$ cat src/rtl/ysyx_23060136_DEFINES.sv
// Shared widths, the per-stage scoreboard entry and its update rule.
package ysyx_23060136_DEFINES;

    localparam int GPR_W  = 5;
    localparam int CSR_W  = 12;
    localparam int DATA_W = 32;

    // Destination tags of one in-flight instruction held by the scoreboard.
    typedef struct packed {
        logic             valid;
        logic [GPR_W-1:0] rd;
        logic             rd_wen;
        logic [CSR_W-1:0] csr_rd;
        logic             csr_wen;
        logic             is_load;
    } scb_entry_t;

    // Next value of one stage entry: flush beats load, load beats clear, else hold.
    function automatic scb_entry_t scb_next(input scb_entry_t cur,
                                            input scb_entry_t src,
                                            input logic       load,
                                            input logic       clr,
                                            input logic       flush);
        scb_entry_t nxt;
        nxt = cur;
        if (flush) begin
            nxt.valid = 1'b0;
        end else if (load) begin
            nxt = src;
        end else if (clr) begin
            nxt.valid = 1'b0;
        end
        return nxt;
    endfunction

endpackage

$ cat src/rtl/ysyx_23060136_exu_scoreboard_match.sv
// Priority match of one EXU1 source against the three producer stages.
module ysyx_23060136_EXU_SCB_MATCH
    import ysyx_23060136_DEFINES::*;
#(
    parameter int TAG_W        = 5,
    parameter bit ZERO_IS_NULL = 1'b1
) (
    input  logic              req_valid,
    input  logic [TAG_W-1:0]  req_tag,
    input  logic [2:0]        prod_wen,
    input  logic [TAG_W-1:0]  s1_tag,
    input  logic [TAG_W-1:0]  s2_tag,
    input  logic [TAG_W-1:0]  s3_tag,
    input  logic [DATA_W-1:0] s1_data,
    input  logic [DATA_W-1:0] s2_data,
    input  logic [DATA_W-1:0] s3_data,
    input  logic [1:0]        not_ready,
    output logic              hazard,
    output logic [DATA_W-1:0] data,
    output logic              stall
);

    logic       req_ok;
    logic [2:0] hit;

    // Youngest producer wins; x0 never matches for GPR sources.
    always_comb begin
        req_ok = req_valid && (!ZERO_IS_NULL || (req_tag != '0));
        hit[0] = req_ok && prod_wen[0] && (s1_tag == req_tag);
        hit[1] = req_ok && prod_wen[1] && (s2_tag == req_tag);
        hit[2] = req_ok && prod_wen[2] && (s3_tag == req_tag);
        hazard = |hit;
        data   = '0;
        stall  = 1'b0;
        if (hit[0]) begin
            data  = s1_data;
            stall = not_ready[0];
        end else if (hit[1]) begin
            data  = s2_data;
            stall = not_ready[1];
        end else if (hit[2]) begin
            data  = s3_data;
        end
    end

endmodule

$ cat src/rtl/ysyx_23060136_exu_scoreboard.sv
// EXU1 operand scoreboard: tracks S1..S3 destinations, forwards data, stalls on loads.
module ysyx_23060136_exu_scoreboard
    import ysyx_23060136_DEFINES::*;
(
    input  logic              clk,
    input  logic              rst,
    input  logic              EXU1_valid,
    input  logic              EXU1_fire,
    input  logic [GPR_W-1:0]  EXU1_rs1,
    input  logic [GPR_W-1:0]  EXU1_rs2,
    input  logic [CSR_W-1:0]  EXU1_csr_rs,
    input  logic              EXU1_rs1_used,
    input  logic              EXU1_rs2_used,
    input  logic              EXU1_csr_used,
    input  logic [GPR_W-1:0]  EXU1_rd,
    input  logic              EXU1_rd_wen,
    input  logic [CSR_W-1:0]  EXU1_csr_rd,
    input  logic              EXU1_csr_wen,
    input  logic              EXU1_is_load,
    input  logic              S1_fire,
    input  logic              S2_fire,
    input  logic              S3_fire,
    input  logic [DATA_W-1:0] S1_rd_data,
    input  logic [DATA_W-1:0] S2_rd_data,
    input  logic [DATA_W-1:0] S3_rd_data,
    input  logic [DATA_W-1:0] S1_csr_data,
    input  logic [DATA_W-1:0] S2_csr_data,
    input  logic [DATA_W-1:0] S3_csr_data,
    input  logic              S2_data_ok,
    input  logic              PIPE_flush,
    output logic              FORWARD_rs1_hazard_EXU1,
    output logic              FORWARD_rs2_hazard_EXU1,
    output logic              FORWARD_csr_rs_hazard_EXU1,
    output logic [DATA_W-1:0] FORWARD_rs1_data_EXU1,
    output logic [DATA_W-1:0] FORWARD_rs2_data_EXU1,
    output logic [DATA_W-1:0] FORWARD_csr_rs_data_EXU1,
    output logic              FORWARD_stall_EXU1,
    output logic [31:0]       FORWARD_stall_cnt
);

    scb_entry_t  s1_q, s2_q, s3_q;
    scb_entry_t  s1_d, s2_d, s3_d;
    scb_entry_t  exu1_e;
    logic [31:0] stall_cnt_q, stall_cnt_d;
    logic [2:0]  gpr_wen, csr_wen;
    logic [1:0]  gpr_not_ready;
    logic        rs1_stall, rs2_stall, csr_stall;

    // Producer qualifiers: a load in S1 never has data, in S2 only once MEM returns it.
    always_comb begin
        gpr_wen       = {s3_q.valid && s3_q.rd_wen,  s2_q.valid && s2_q.rd_wen,  s1_q.valid && s1_q.rd_wen};
        csr_wen       = {s3_q.valid && s3_q.csr_wen, s2_q.valid && s2_q.csr_wen, s1_q.valid && s1_q.csr_wen};
        gpr_not_ready = {s2_q.is_load && !S2_data_ok, s1_q.is_load};
    end

    ysyx_23060136_EXU_SCB_MATCH #(.TAG_W(GPR_W), .ZERO_IS_NULL(1'b1)) u_match_rs1 (
        .req_valid (EXU1_valid && EXU1_rs1_used),
        .req_tag   (EXU1_rs1),
        .prod_wen  (gpr_wen),
        .s1_tag    (s1_q.rd),
        .s2_tag    (s2_q.rd),
        .s3_tag    (s3_q.rd),
        .s1_data   (S1_rd_data),
        .s2_data   (S2_rd_data),
        .s3_data   (S3_rd_data),
        .not_ready (gpr_not_ready),
        .hazard    (FORWARD_rs1_hazard_EXU1),
        .data      (FORWARD_rs1_data_EXU1),
        .stall     (rs1_stall)
    );

    ysyx_23060136_EXU_SCB_MATCH #(.TAG_W(GPR_W), .ZERO_IS_NULL(1'b1)) u_match_rs2 (
        .req_valid (EXU1_valid && EXU1_rs2_used),
        .req_tag   (EXU1_rs2),
        .prod_wen  (gpr_wen),
        .s1_tag    (s1_q.rd),
        .s2_tag    (s2_q.rd),
        .s3_tag    (s3_q.rd),
        .s1_data   (S1_rd_data),
        .s2_data   (S2_rd_data),
        .s3_data   (S3_rd_data),
        .not_ready (gpr_not_ready),
        .hazard    (FORWARD_rs2_hazard_EXU1),
        .data      (FORWARD_rs2_data_EXU1),
        .stall     (rs2_stall)
    );

    // CSR results exist from S1 onward, so this source is always ready.
    ysyx_23060136_EXU_SCB_MATCH #(.TAG_W(CSR_W), .ZERO_IS_NULL(1'b0)) u_match_csr (
        .req_valid (EXU1_valid && EXU1_csr_used),
        .req_tag   (EXU1_csr_rs),
        .prod_wen  (csr_wen),
        .s1_tag    (s1_q.csr_rd),
        .s2_tag    (s2_q.csr_rd),
        .s3_tag    (s3_q.csr_rd),
        .s1_data   (S1_csr_data),
        .s2_data   (S2_csr_data),
        .s3_data   (S3_csr_data),
        .not_ready (2'b00),
        .hazard    (FORWARD_csr_rs_hazard_EXU1),
        .data      (FORWARD_csr_rs_data_EXU1),
        .stall     (csr_stall)
    );

    // Entry advance, stall generation and saturating stall counter.
    always_comb begin
        FORWARD_stall_EXU1 = rs1_stall || rs2_stall || csr_stall;
        exu1_e.valid   = 1'b1;
        exu1_e.rd      = EXU1_rd;
        exu1_e.rd_wen  = EXU1_rd_wen;
        exu1_e.csr_rd  = EXU1_csr_rd;
        exu1_e.csr_wen = EXU1_csr_wen;
        exu1_e.is_load = EXU1_is_load;
        s1_d = scb_next(s1_q, exu1_e, EXU1_fire && !FORWARD_stall_EXU1, S1_fire, PIPE_flush);
        s2_d = scb_next(s2_q, s1_q,   S1_fire, S2_fire, PIPE_flush);
        s3_d = scb_next(s3_q, s2_q,   S2_fire, S3_fire, PIPE_flush);
        stall_cnt_d = stall_cnt_q;
        if (FORWARD_stall_EXU1 && (stall_cnt_q != 32'hFFFF_FFFF)) begin
            stall_cnt_d = stall_cnt_q + 32'd1;
        end
        FORWARD_stall_cnt = stall_cnt_q;
    end

    // State registers; reset clears only valid bits and the counter.
    always_ff @(posedge clk) begin
        if (rst) begin
            s1_q.valid  <= 1'b0;
            s2_q.valid  <= 1'b0;
            s3_q.valid  <= 1'b0;
            stall_cnt_q <= 32'd0;
        end else begin
            s1_q        <= s1_d;
            s2_q        <= s2_d;
            s3_q        <= s3_d;
            stall_cnt_q <= stall_cnt_d;
        end
    end

    // Advancing into an occupied stage that is not itself advancing drops an instruction.
    a_s2_overrun: assert property (@(posedge clk) disable iff (rst || PIPE_flush)
        !(S1_fire && s2_q.valid && !S2_fire));
    a_s3_overrun: assert property (@(posedge clk) disable iff (rst || PIPE_flush)
        !(S2_fire && s3_q.valid && !S3_fire));
    // A load always writes a GPR by the time it reaches writeback.
    a_s3_load_wen: assert property (@(posedge clk) disable iff (rst)
        !(s3_q.valid && s3_q.is_load && !s3_q.rd_wen));

endmodule
$ cat config.mk
export PLATFORM = sky130hd
export DESIGN_NAME = ysyx_23060136_exu_scoreboard
export DESIGN_NICKNAME = d
export VERILOG_FILES = /design/src/rtl/ysyx_23060136_DEFINES.sv /design/src/rtl/ysyx_23060136_exu_scoreboard_match.sv /design/src/rtl/ysyx_23060136_exu_scoreboard.sv
export SDC_FILE = /design/constraint.sdc
export NUM_CORES = 1
export LEC_CHECK = 0
export BUFFER_PORTS_ARGS = -buffer_cell sky130_fd_sc_hd__buf_4
export CAP_MARGIN = 5
export CORE_AREA = 2 2 145 147
export CTS_CLUSTER_SIZE = 20
export DETAILED_ROUTE_END_ITERATION = 8
export DIE_AREA = 0 0 147 149
export SETUP_SLACK_MARGIN = 0.2
export SKIP_CTS_REPAIR_TIMING = 1
export SYNTH_ARGS = -nofsm -noshare
export SYNTH_HDL_FRONTEND = slang
export SYNTH_SLANG_ARGS = --single-unit
$ cat constraint.sdc
create_clock -name clk -period 3.35 [get_ports clk]
set_clock_uncertainty 0.05 [all_clocks]
set_input_delay 0.67 -clock clk [delete_from_list [all_inputs] [get_ports clk]]
set_output_delay 0.67 -clock clk [all_outputs]
set_load 0.01 [all_outputs]
==> results.sh <==
export IMPL_cts_clk_slew_worst_paths_ns=0.07
export IMPL_hold_path_class="flop to flop"
export IMPL_powerDensity_mw_per_mm2=218.2
export IMPL_ir_drop_mv=0.2045
export IMPL_status="complete, but fails checks"
export IMPL_core_mm2=0.02056
export IMPL_final_cell_mix="buf_4 (405), nand2_1 (145), and3_4 (61)"
export IMPL_reg2reg_slack_ns=0.26
export IMPL_drt_iter0_drc=423
export IMPL_io_buffers=377
export IMPL_antenna_found_initial=0
export IMPL_slew_headroom_pct=51.66
export IMPL_row_count=53
export IMPL_track_usage_pct=23.36
export IMPL_cp_end_kind="output pin"
export IMPL_rsz0062_at_grt="yes"
export IMPL_die_x_um=147
export IMPL_avgSynthCellArea_um2=8.065
export IMPL_yosysWarningCount=0
export IMPL_drc=0
export IMPL_wl_per_cell_um=19.42
export IMPL_routabilityCongestion=0.9077
export IMPL_cts_tree="built"
export IMPL_max_cap_viol_count=0
export IMPL_synth_top_cell_by_area="edfxtp_1"
export IMPL_grt_pass1_vias=7349
export IMPL_hpwl_um=21290
export IMPL_maxSlewViolCount=0
export IMPL_synth_ff_type="edfxtp_1"
export IMPL_grt_pass1_wl_um=40750
export IMPL_drtAntennaViolNets=0
export IMPL_first_pass_iters=5
export IMPL_die_h_um=149
export IMPL_min_period_over_period_pct=104.0
export IMPL_fin_nets=1521
export IMPL_netlist_instances=846
export IMPL_die_area_mm2=0.02190
export IMPL_cts_htree_levels=3
export IMPL_yosys_top_cells_area="edfxtp_1 (26%), dfxtp_1 (10%), nand2_1 (8.1%)"
export IMPL_min_period_ns=3.483
export IMPL_synth_top_cell_area_share_pct=25.97
export IMPL_yosys_cell_types_count=40
export IMPL_placed_area_mm2=0.01039
export IMPL_worstPathArrival_ns=2.76
export IMPL_setup_ws_ns=-0.1331
export IMPL_wl_um=30170
export IMPL_cp_required_ns=2.63
export IMPL_leakagePower_nw=5.158
export IMPL_syn_to_final_growth_pct=78.62
export IMPL_crit_type="primary input to output pin"
export IMPL_diodes=0
export IMPL_clk_latency_ns=0.35
export IMPL_regArea_mm2=0.002472
export IMPL_ys_ff_latch=94
export IMPL_synth_nets=1093
export IMPL_cts_inserted_buffers=9
export IMPL_cp_max_fo=16
export IMPL_vias_per_cell=5.299
export IMPL_drive_gt1_share_pct=55.59
export IMPL_cts_root_buffer="clkbuf_16"
export IMPL_worstMarginPinSlew_ns=0.7185
export IMPL_grt_overflow=0
export IMPL_start_util_pct=33.19
export IMPL_hold_viol_final=0
export IMPL_fin_area_mm2=0.01219
export IMPL_utilization_pct=59.28
export IMPL_layout_commonest_cell="buf_4"
export IMPL_cts_buffer_depth=2
export IMPL_setup_violations=45
export IMPL_synth_edf_count=59
export IMPL_synthArstFlopShare_pct=0
export IMPL_grt_max_degree=66
export IMPL_violations="negative setup slack"
export IMPL_cp_start_kind="primary input"
export IMPL_max_freq_mhz=287.1
export IMPL_multi_input_area_mm2=0.005036
export IMPL_io_pins=378
export IMPL_dr_total_vias=8235
export IMPL_ys_seq_area_share_pct=36.24
export IMPL_fill_cells=1863
export IMPL_synth_area_mm2=0.006823
export IMPL_cts_sinks=94
==> state kept, by name, indices dropped and copies added, names as in the netlist <==
register,cells
gpr_not_ready,1
s1_q,20
s3_q,20
s2_q,21
FORWARD_stall_cnt,32
==> synth_stat cells, types with 6 or more instances <==
library cell    n
nor2_1         21
edfxtp_1       59
or3_1           6
and3_1         67
inv_1           7
a21oi_1        86
nor4_1         16
o21ai_0        73
clkbuf_1       56
dfxtp_1        35
or4_1          24
nand3_1        44
nand4_1        31
nor3_1          7
nand2_1       148
xor2_1         22
mux2_2         40
o31ai_1        16
xnor2_1        45
nor2b_1        11
==> final timing paths <==
path	end	depth (start not counted)	start
worst max-delay path	FORWARD_csr_rs_data_EXU1[6]	10	EXU1_csr_rs[5]
worst min register to register	s3_q[1]$_DFFE_PP_	0	s2_q[1]$_DFFE_PP_
worst max register to register	FORWARD_stall_cnt[15]$_SDFFE_PP0P_	10	s2_q[16]$_DFFE_PP_
worst min-delay path	s3_q[1]$_DFFE_PP_	0	s2_q[1]$_DFFE_PP_
==> critical path, cell delays in order <==
cell,delay [ns]
buf_6,0.10
xor2_1,0.15
nor4_1,0.33
nand4_1,0.21
or4_4,0.52
clkbuf_16,0.21
nand3_1,0.09
nand2_1,0.06
mux2_2,0.26
buf_4,0.14
==> routing by layer <==
metal,part of all wire [%],vias up,wire [um],GRT usage [%]
met2,47,315,14330,38.40
li1,-,3965,-,-
met4,3.3,0,992,7.837
met3,6.8,65,2059,5.076
met1,42,3890,12790,30.67
met5,0,-,0,0
==> per-stage QoR <==
step | hold slack, ns | setup TNS [ns] | total power [W] | std cells | worst slack, ns
after floorplan | 0.3765 | 0 | 0.001366 | 846 | 0.2367
after global placement | 0.3806 | -8.260 | 0.001661 | 1495 | -0.3009
after detailed placement | 0.3846 | -12.52 | 0.001666 | 1495 | -0.3457
after CTS | 0.4007 | -13.45 | 0.002635 | 1511 | -0.3865
after global routing | 0.4075 | -6.611 | 0.002767 | 1554 | -0.1815
final | 0.3984 | -3.204 | 0.002660 | 1554 | -0.1331
==> report_power, final <==
group	total, W	internal (W)	switching [W]
Combinational	0.000429	0.000260	0.000169
Clock	0.000967	0.000510	0.000457
Sequential	0.00126	0.00125	0.0000149
Total	0.00266	0.00202	0.000641
==> cell families after synthesis <==
kind of cell	synth area share (%)
adder cells (fa/ha/maj)	0.1834
multiplexers	6.749
flip-flops	36.24
buffers and inverters	4.016
AO/OA/AOI/OAI	14.76
AND/OR/NAND/NOR	29.45
XOR/XNOR	8.601
==> layout make-up <==
cell class / instances / share of cell area [%]
multi-input cells: 686 / 41.32
repair buffers: 476 / 33.06
clock buffers: 9 / 1.848
clock inverters: 7 / 0.4415
well taps: 275 / 2.823
flip-flops and latches: 94 / 20.29
inverters: 7 / 0.2156
No activity file was read; power rests on OpenSTA's default activity.
